[src/rtl/eight_bit_adder.sv]
// Registered ripple-carry adder/subtractor: a chain of full-adder cells
// feeding a single output register stage gated by in_valid.

module eight_bit_adder_fa (
    input  logic a,
    input  logic b,
    input  logic ci,
    output logic s,
    output logic co
);
    assign s  = a ^ b ^ ci;
    assign co = (a & b) | (a & ci) | (b & ci);
endmodule

module eight_bit_adder #(
    parameter int WIDTH = 4
) (
    input  logic             clk,
    input  logic             rst_n,
    input  logic [WIDTH-1:0] a,
    input  logic [WIDTH-1:0] b,
    input  logic             Cin0,
    input  logic             subtract,
    input  logic             in_valid,
    output logic             Cout,
    output logic [WIDTH-1:0] sum,
    output logic             overflow,
    output logic             out_valid
);
    logic [WIDTH-1:0] b_eff;
    logic [WIDTH-1:0] s;
    logic [WIDTH:0]   c;

    // Subtract is a + ~b + 1; Cin0 becomes a borrow by inverting the carry-in.
    assign b_eff = b ^ {WIDTH{subtract}};
    assign c[0]  = Cin0 ^ subtract;

    for (genvar i = 0; i < WIDTH; i++) begin : g_cell
        eight_bit_adder_fa u_fa (
            .a  (a[i]),
            .b  (b_eff[i]),
            .ci (c[i]),
            .s  (s[i]),
            .co (c[i+1])
        );
    end

    always_ff @(posedge clk) begin
        if (!rst_n) begin
            sum       <= '0;
            Cout      <= 1'b0;
            overflow  <= 1'b0;
            out_valid <= 1'b0;
        end else begin
            out_valid <= in_valid;
            if (in_valid) begin
                sum      <= s;
                Cout     <= c[WIDTH];
                overflow <= c[WIDTH] ^ c[WIDTH-1];
            end
        end
    end
endmodule

[config.mk]
export PLATFORM = sky130hd
export DESIGN_NAME = eight_bit_adder
export DESIGN_NICKNAME = d
export VERILOG_FILES = /design/src/rtl/eight_bit_adder.sv
export SDC_FILE = /design/constraint.sdc
export NUM_CORES = 1
export LEC_CHECK = 0
export BUFFER_PORTS_ARGS = -buffer_cell sky130_fd_sc_hd__clkbuf_2
export CORE_AREA = 2 2 39 41
export DETAILED_ROUTE_END_ITERATION = 12
export DIE_AREA = 0 0 41 43
export PLACE_DENSITY_LB_ADDON = 0.2
export RECOVER_POWER = 100
export SLEW_MARGIN = 20
export SYNTH_ARGS = -nofsm -noshare
export SYNTH_HDL_FRONTEND = slang
export SYNTH_SLANG_ARGS = --single-unit
export TNS_END_PERCENT = 30
[constraint.sdc]
create_clock -name clk -period 2.7 [get_ports clk]
set_input_delay 0.27 -clock clk [delete_from_list [all_inputs] [get_ports clk]]
set_output_delay 0.27 -clock clk [all_outputs]
set_load 0.005 [all_outputs]
; Word-level counts from Yosys, hierarchy flattened
; Cells that the tools add are included.
; W data, S select, Z words.
[op_classes]
bitwise = 31
[op_table]
columns = operator, n
row1 = $and A1 B1 Y1, 12
row2 = $xor A1 B1 Y1, 10
row3 = $or A1 B1 Y1, 8
row4 = $xor A4 B4 Y4, 1
[totals]
in_bits = 13
output_inout_bits = 7
regBits = 7
elab_cells = 35

; Longest topological paths before layout
; Gate-level depths: netlist (run 1).
[depth]
ltp_word = 14
ltp_mapped = 10

; Modules after synthesis
; From an unflattened synthesis (run 1), not the netlist that was laid out.
[unflattened]
hier_cells = 32
area_unflattened_um2 = 387.9
[by_module_without_submodules]
columns = mod, area_per_inst_um2, instances, cells_each
row1 = eight_bit_adder, 307.8, 1, 28
row2 = eight_bit_adder_fa, 20.0, 4, 1

; Least setup slack after synthesis (run 1)
; OpenSTA, ideal clock, no wires.
[synth_path]
kind = input port to flip-flop
from = input port subtract
to = register overflow
setup_time_ns = 0.117
path_stages = 10
arrival_ns = 2.331
n_path_buf = 1
setup_slack_ns = 0.252
t_required_ns = 2.583
cell_sequence = buf_2 xor2_1 fa_1 fa_1 inv_1 fa_1 inv_1 fa_1 xnor2_1 a22o_1
[synth_between]
elab_chain_cells = 14
elab_cells_between_ends = 23
classes_between = 23 x bitwise
[synth_rtl]
columns = item, line_no
row1 = "start, declared", 23  ; input logic subtract,
row2 = $xor A4 B4 Y4 or $xor A1 B1 Y1 (tied branches), "35, 36"
row3 = $and A1 B1 Y1, 12  ; assign co = (a & b) | (a & ci) | (b & ci);
row4 = $or A1 B1 Y1 (2 in a row), 12
row5 = $and A1 B1 Y1, 12
row6 = $or A1 B1 Y1 (2 in a row), 12
row7 = $and A1 B1 Y1, 12
row8 = $or A1 B1 Y1 (2 in a row), 12
row9 = $and A1 B1 Y1, 12
row10 = $or A1 B1 Y1, 12
row11 = $or A1 B1 Y1 *, 12
row12 = net g_cell[3].u_fa.co, 9  ; output logic co
row13 = $xor A1 B1 Y1 *, 59  ; overflow <= c[WIDTH] ^ c[WIDTH-1];
row14 = "end signal, assigned", 59
row15 = "end, declared", 27  ; output logic overflow,
; Mark *: on every way through the listed nets, which the timed path passes. The rest lies on a longest branch.
; A chain may end at the register's enable or synchronous reset.

; Worst setup path in the final report (run 1)
; Ends and elaborated chain as after synthesis.

==> flow_metrics.tcl, run 1 <==
set metrics [dict create \
    status "finished clean" \
    p_leak_nw 0.258 \
    period_needed_ns 2.35 \
    r2r-start "overflow" \
    top_layer "met3" \
    fmax_mhz 425 \
    combPwrFrac 0.267 \
    clockPowerShare 0.316 \
    max_cap_viol_count 0 \
    yosysSeqAreaShare 0.348 \
    drv_slew 0 \
    crit_path_frequent_cell "fa_1" \
    core_area_um2 1380 \
    die_w_um 41 \
    cts_resized 0 \
    syn_area_um2 403 \
    hold_path.class "in2reg" \
    start_util 0.291 \
    grt_overflow 0 \
    ioPinCount 20 \
    syn_inst 35 \
    cts_setup_buffers 0 \
    max-vdd-ir-drop_mv 0.148 \
    layout-drive-gt1-share 0.321 \
    intPower_w 0.000214 \
    clock_latency_ns 0.24 \
    hold_viol 0 \
    route.detailed.drc 0 \
    cp_slowest_cell "fa_1" \
    synth_nets 52 \
    clock_tree.root_cell "clkbuf_4" \
    critPathBufInv 3 \
    num-fill-cells 140 \
    grt_usage 0.0849 \
    nets 74 \
    setup_viol 0 \
    vias 289 \
    antenna_left 0 \
    numCtsBuffers 3 \
    ys_types 13 \
    worst_pin_slew_ns 0.414 \
    r2r_cells 2 \
    grt_pass1_vias 281 \
    place_congestion 0.682 \
    rsz0062_at_grt "no" \
    grt_pass1_wl_um 1000 \
    fin_util 0.377 \
    hp-start "rst_n" \
    power_frac_seq 0.417 \
    syn_area_per_cell_um2 11.5 \
    critPathKind "in2reg" \
    hold_depth 2 \
    timing.rr.end "overflow" \
    cts_tree "done" \
    routed-wl-met2_um 299 \
    drt-initial-drc-count 0 \
    wirelength_um 631 \
    p_switching_w 0.0000787 \
    die-height_um 43 \
    tns_ns 0 \
    crit_fanout 5 \
    skew_ns 0 \
    wl_per_cell_um 8.76 \
    antenna_found_initial 0 \
    cp-start-kind "input port" \
    die-area_um2 1760 \
    dr.pass1.iters 1 \
    power.density_nw_per_um2 561 \
    rows 14 \
    required_ns 2.84 \
    path_clk_slew_ns 0.05 \
    htreeDepth 1 \
    endpoint_kind "flop" \
    holdPathEnd "sum[2]" \
    cp_top_family "adder cells" \
    syn_to_final_growth_pct 29.5 \
    cts_hold_buf 0 \
    numPortBuffers 19 \
    cts_num_sinks 7 \
    regToRegSetupSlack_ns 1.94 \
    antenna_cells 0 \
    period_share 0.872 \
    critPathLaunch "subtract" \
    swShare 0.269 \
    ys_ff_latch 7 \
    clk_path_buf_depth 2 \
    yosysWarnings 0 \
    critical-path-max-stage-delay_ns 0.42 \
    crit_chain "clkbuf_1, xor2_1, fa_1, fa_1, inv_1, fa_1, inv_1, fa_1, xnor2_1, a22o_1" \
    viasPerCell 4.01 \
    grt_max_degree 9 \
    timing.slew.headroom 0.724 \
    wl_met3_um 54 \
    cp.arrival_ns 2.49 \
    routedLengthMet1_um 277 \
]
-- cell usage after synthesis, drive strengths merged --
library cell	count	area, um^2
fa	4	80.1
mux2i	4	40.0
a22o	1	8.76
xor2	4	35.0
o211a	1	10.0
inv	3	11.3
nor2b	5	31.3
and2	1	8.76
nand2	1	3.75
buf	2	16.3
xnor2	2	17.5
dfxtp	7	140
-- state kept, by name, summed over array words and instances (netlist names) --
signal	cells
overflow	1
sum	4
out_valid	1
Cout	1
-- layout make-up --
cell class | instances | area (um^2) | share of cell area
tap | 16 | 20.0 | 0.0384
timing repair buffer | 19 | 88.8 | 0.170
clock buffer | 4 | 26.3 | 0.0504
sequential | 7 | 140 | 0.269
inverter | 3 | 11.3 | 0.0216
multi-input combinational | 23 | 235 | 0.451
-- per-layer routing --
| layer | global-route usage | vias to the layer above |
|---|---|---|
| met5 | 0 | - |
| met4 | 0.100 | 0 |
| met3 | 0.00524 | 0 |
| met2 | 0.122 | 12 |
| met1 | 0.0954 | 127 |
| li1 | - | 150 |
-- cells in the final DEF, fill, tap and decap left out --
master,instances
and2_4,1
o211a_1,1
nand2_1,1
nor2b_1,5
dfxtp_1,7
inv_1,3
clkbuf_2,14
clkbuf_1,6
a22o_1,1
fa_1,4
mux2i_1,4
xnor2_1,2
xor2_1,4
clkbuf_4,3
-- cell families after synthesis --
family,Yosys count,synth area share
DFF,7,0.348
xor gates and xnor gates,6,0.130
AOI/OAI and AO/OA,2,0.0466
and+or+nand+nor,7,0.109
buffers and inverters,5,0.0683
adders and majority gates,4,0.199
muxes,4,0.0994
-- how the worst max path moves through the flow --
stage	to	cells after the start
floorplan	overflow	10
global placement	overflow	10
detailed placement	overflow	10
CTS	overflow	10
global route	overflow	10
finish	overflow	10
-- per-stage QoR --
| stage | total power [W] | cells | hold slack (ns) | cell area, um^2 | setup WS, ns |
|---|---|---|---|---|---|
| final | 0.000293 | 72 | 0.346 | 522 | 0.346 |
| after global routing | 0.000316 | 72 | 0.341 | 522 | 0.194 |
| after CTS | 0.000301 | 72 | 0.332 | 528 | 0.400 |
| after detailed placement | 0.000206 | 68 | 0.485 | 502 | 0.145 |
| after global placement | 0.000204 | 68 | 0.472 | 502 | 0.138 |
| after floorplan | 0.000175 | 35 | 0.398 | 403 | 0.252 |
-- power groups by stage --
stage	Combinational, W	Clock, W	Sequential, W
after floorplan	0.0000507	0	0.000124
after global placement	0.0000808	0	0.000123
after detailed placement	0.0000814	0	0.000124
after CTS	0.0000808	0.0000978	0.000122
after global routing	0.0000896	0.000103	0.000123
final	0.0000782	0.0000923	0.000122
Power figures use the tool's default switching activity.
==> run 2, diff against run 1 <==
--- a/config.mk
+++ b/config.mk
@@ -7,6 +7,7 @@
 export LEC_CHECK = 0
 export BUFFER_PORTS_ARGS = -buffer_cell sky130_fd_sc_hd__clkbuf_2
 export CORE_AREA = 2 2 39 41
+export CTS_BUF_LIST = sky130_fd_sc_hd__clkbuf_4 sky130_fd_sc_hd__clkbuf_8
 export DETAILED_ROUTE_END_ITERATION = 12
 export DIE_AREA = 0 0 41 43
 export PLACE_DENSITY_LB_ADDON = 0.2
==> run 2 against run 1 <==
Effect of this change: register-to-register slack barely moved; setup slack lost 0.0045 ns; total power increased by 3.2%; count of clock-buffer cells in the layout stayed put; combinational power barely moved; sequential power hardly changed; highest routed layer unchanged.
==> flow_metrics.tcl, run 2 (synthesis results as in run 1) <==
set metrics [dict create \
    ioPinCount 20 \
    wirelength_um 626 \
    grt_max_degree 9 \
    start_util 0.291 \
    regArea_um2 140 \
    crit_fanout 5 \
    timing.rr.end "overflow" \
    core_area_um2 1380 \
    nets 74 \
    hold_path.class "in2reg" \
    clk_path_buf_depth 2 \
    hold_viol 0 \
    largest_register_ffs 4 \
    required_ns 2.83 \
    cts_setup_buffers 0 \
    whs_ns 0.346 \
    die-height_um 43 \
    grt_usage 0.0819 \
    crit_chain "clkbuf_1, xor2_1, fa_1, fa_1, inv_1, fa_1, inv_1, fa_1, xnor2_1, a22o_1" \
    cts_resized 0 \
    place_congestion 0.682 \
    holdPathEnd "sum[1]" \
    die-area_um2 1760 \
    period_needed_ns 2.36 \
    hold_depth 2 \
    layout-drive-gt1-share 0.339 \
    antenna_found_initial 0 \
    r2r-start "overflow" \
    wl_per_cell_um 8.69 \
    vias 292 \
    syn_to_final_growth_pct 30.4 \
    cp_slowest_cell "fa_1" \
    rsz0062_at_grt "no" \
    fin_ws_ns 0.341 \
    die_w_um 41 \
    drt-initial-drc-count 0 \
    route.detailed.drc 0 \
    period_share 0.874 \
    numCtsBuffers 3 \
    worst_pin_slew_ns 0.416 \
    grt_pass1_vias 276 \
    timing.slew.headroom 0.723 \
    setup_viol 0 \
    antenna_left 0 \
    cts_hold_buf 0 \
    cts_tree "done" \
    crit_path_frequent_cell "fa_1" \
    r2r_cells 2 \
    htreeDepth 1 \
    max-vdd-ir-drop_mv 0.183 \
    power.total_w 0.000302 \
    endpoint_kind "flop" \
    regToRegSetupSlack_ns 1.94 \
    p_leak_nw 0.262 \
    fmax_mhz 424 \
    dpl_worst_slack_ns 0.145 \
    layout_common_cells "clkbuf_2, dfxtp_1, nor2b_1, clkbuf_1" \
    viasPerCell 4.06 \
    num-fill-cells 141 \
    grt_pass1_wl_um 993 \
    path_clk_slew_ns 0.05 \
    top_register "sum" \
    drv_slew 0 \
    numPortBuffers 19 \
    critPathKind "in2reg" \
    skew_ns 0 \
    cp.arrival_ns 2.49 \
    cp-start-kind "input port" \
    status "finished clean" \
    max_cap_viol_count 0 \
    final_common_cell "clkbuf_2" \
    antenna_cells 0 \
    cts_num_sinks 7 \
    grt_overflow 0 \
    critical-path-max-stage-delay_ns 0.42 \
    rows 14 \
    power.density_nw_per_um2 574 \
    clock_latency_ns 0.24 \
    dr.pass1.iters 1 \
    clock_tree.root_cell "clkbuf_4" \
    tns_ns 0 \
    multi_input_area_um2 235 \
    hp-start "rst_n" \
]
==> run 2: cell count changes in the layout (fill, tap and decap cells not counted) <==
cell	previous run	this run
clkbuf_1	6	5
clkbuf_4	3	4
==> run 2: layer usage <==
metal / vias up / share of wire / GRT usage
met3: 0 / 0.086 / 0.00524
met2: 12 / 0.46 / 0.122
met5: - / 0 / 0
met1: 130 / 0.45 / 0.0954
met4: 0 / 0 / 0.0800
li1: 150 / - / -
==> run 2: layout make-up <==
type,count,share of cell area
Tap cell,16,0.0381
Clock buffer,4,0.0571
Timing Repair Buffer,19,0.169
Sequential cell,7,0.267
Inverter,3,0.0214
Multi-Input combinational cell,23,0.448
==> run 2: power breakdown <==
group	internal, W	total [W]	switching, W	leakage (nW)
logic	0.0000418	0.0000781	0.0000363	0.185
clock network	0.0000662	0.000102	0.0000354	0.0184
registers	0.000116	0.000122	0.00000631	0.0579
==> run 2: worst max path at each step <==
stage,from,to,depth (start not counted)
2_1_floorplan,subtract,overflow,10
3_3_place_gp,subtract,overflow,10
3_5_place_dp,subtract,overflow,10
4_1_cts,subtract,overflow,10
5_1_grt,subtract,overflow,10
6_report,subtract,overflow,10
==> run 2: critical path, delay by kind of cell <==
family / cells / cell delay (ns)
xor+xnor: 2 / 0.29
fa+ha+maj: 4 / 1.39
compound gates: 1 / 0.17
buf+inv: 3 / 0.38
==> run 2: stage by stage <==
step / cell area [um^2] / utilization / instances
6_report: 526 / 0.380 / 72
4_1_cts: 532 / 0.384 / 72
3_5_place_dp: 502 / 0.363 / 68
3_3_place_gp: 502 / 0.363 / 68
5_1_grt: 526 / 0.380 / 72
2_1_floorplan: 403 / - / 35
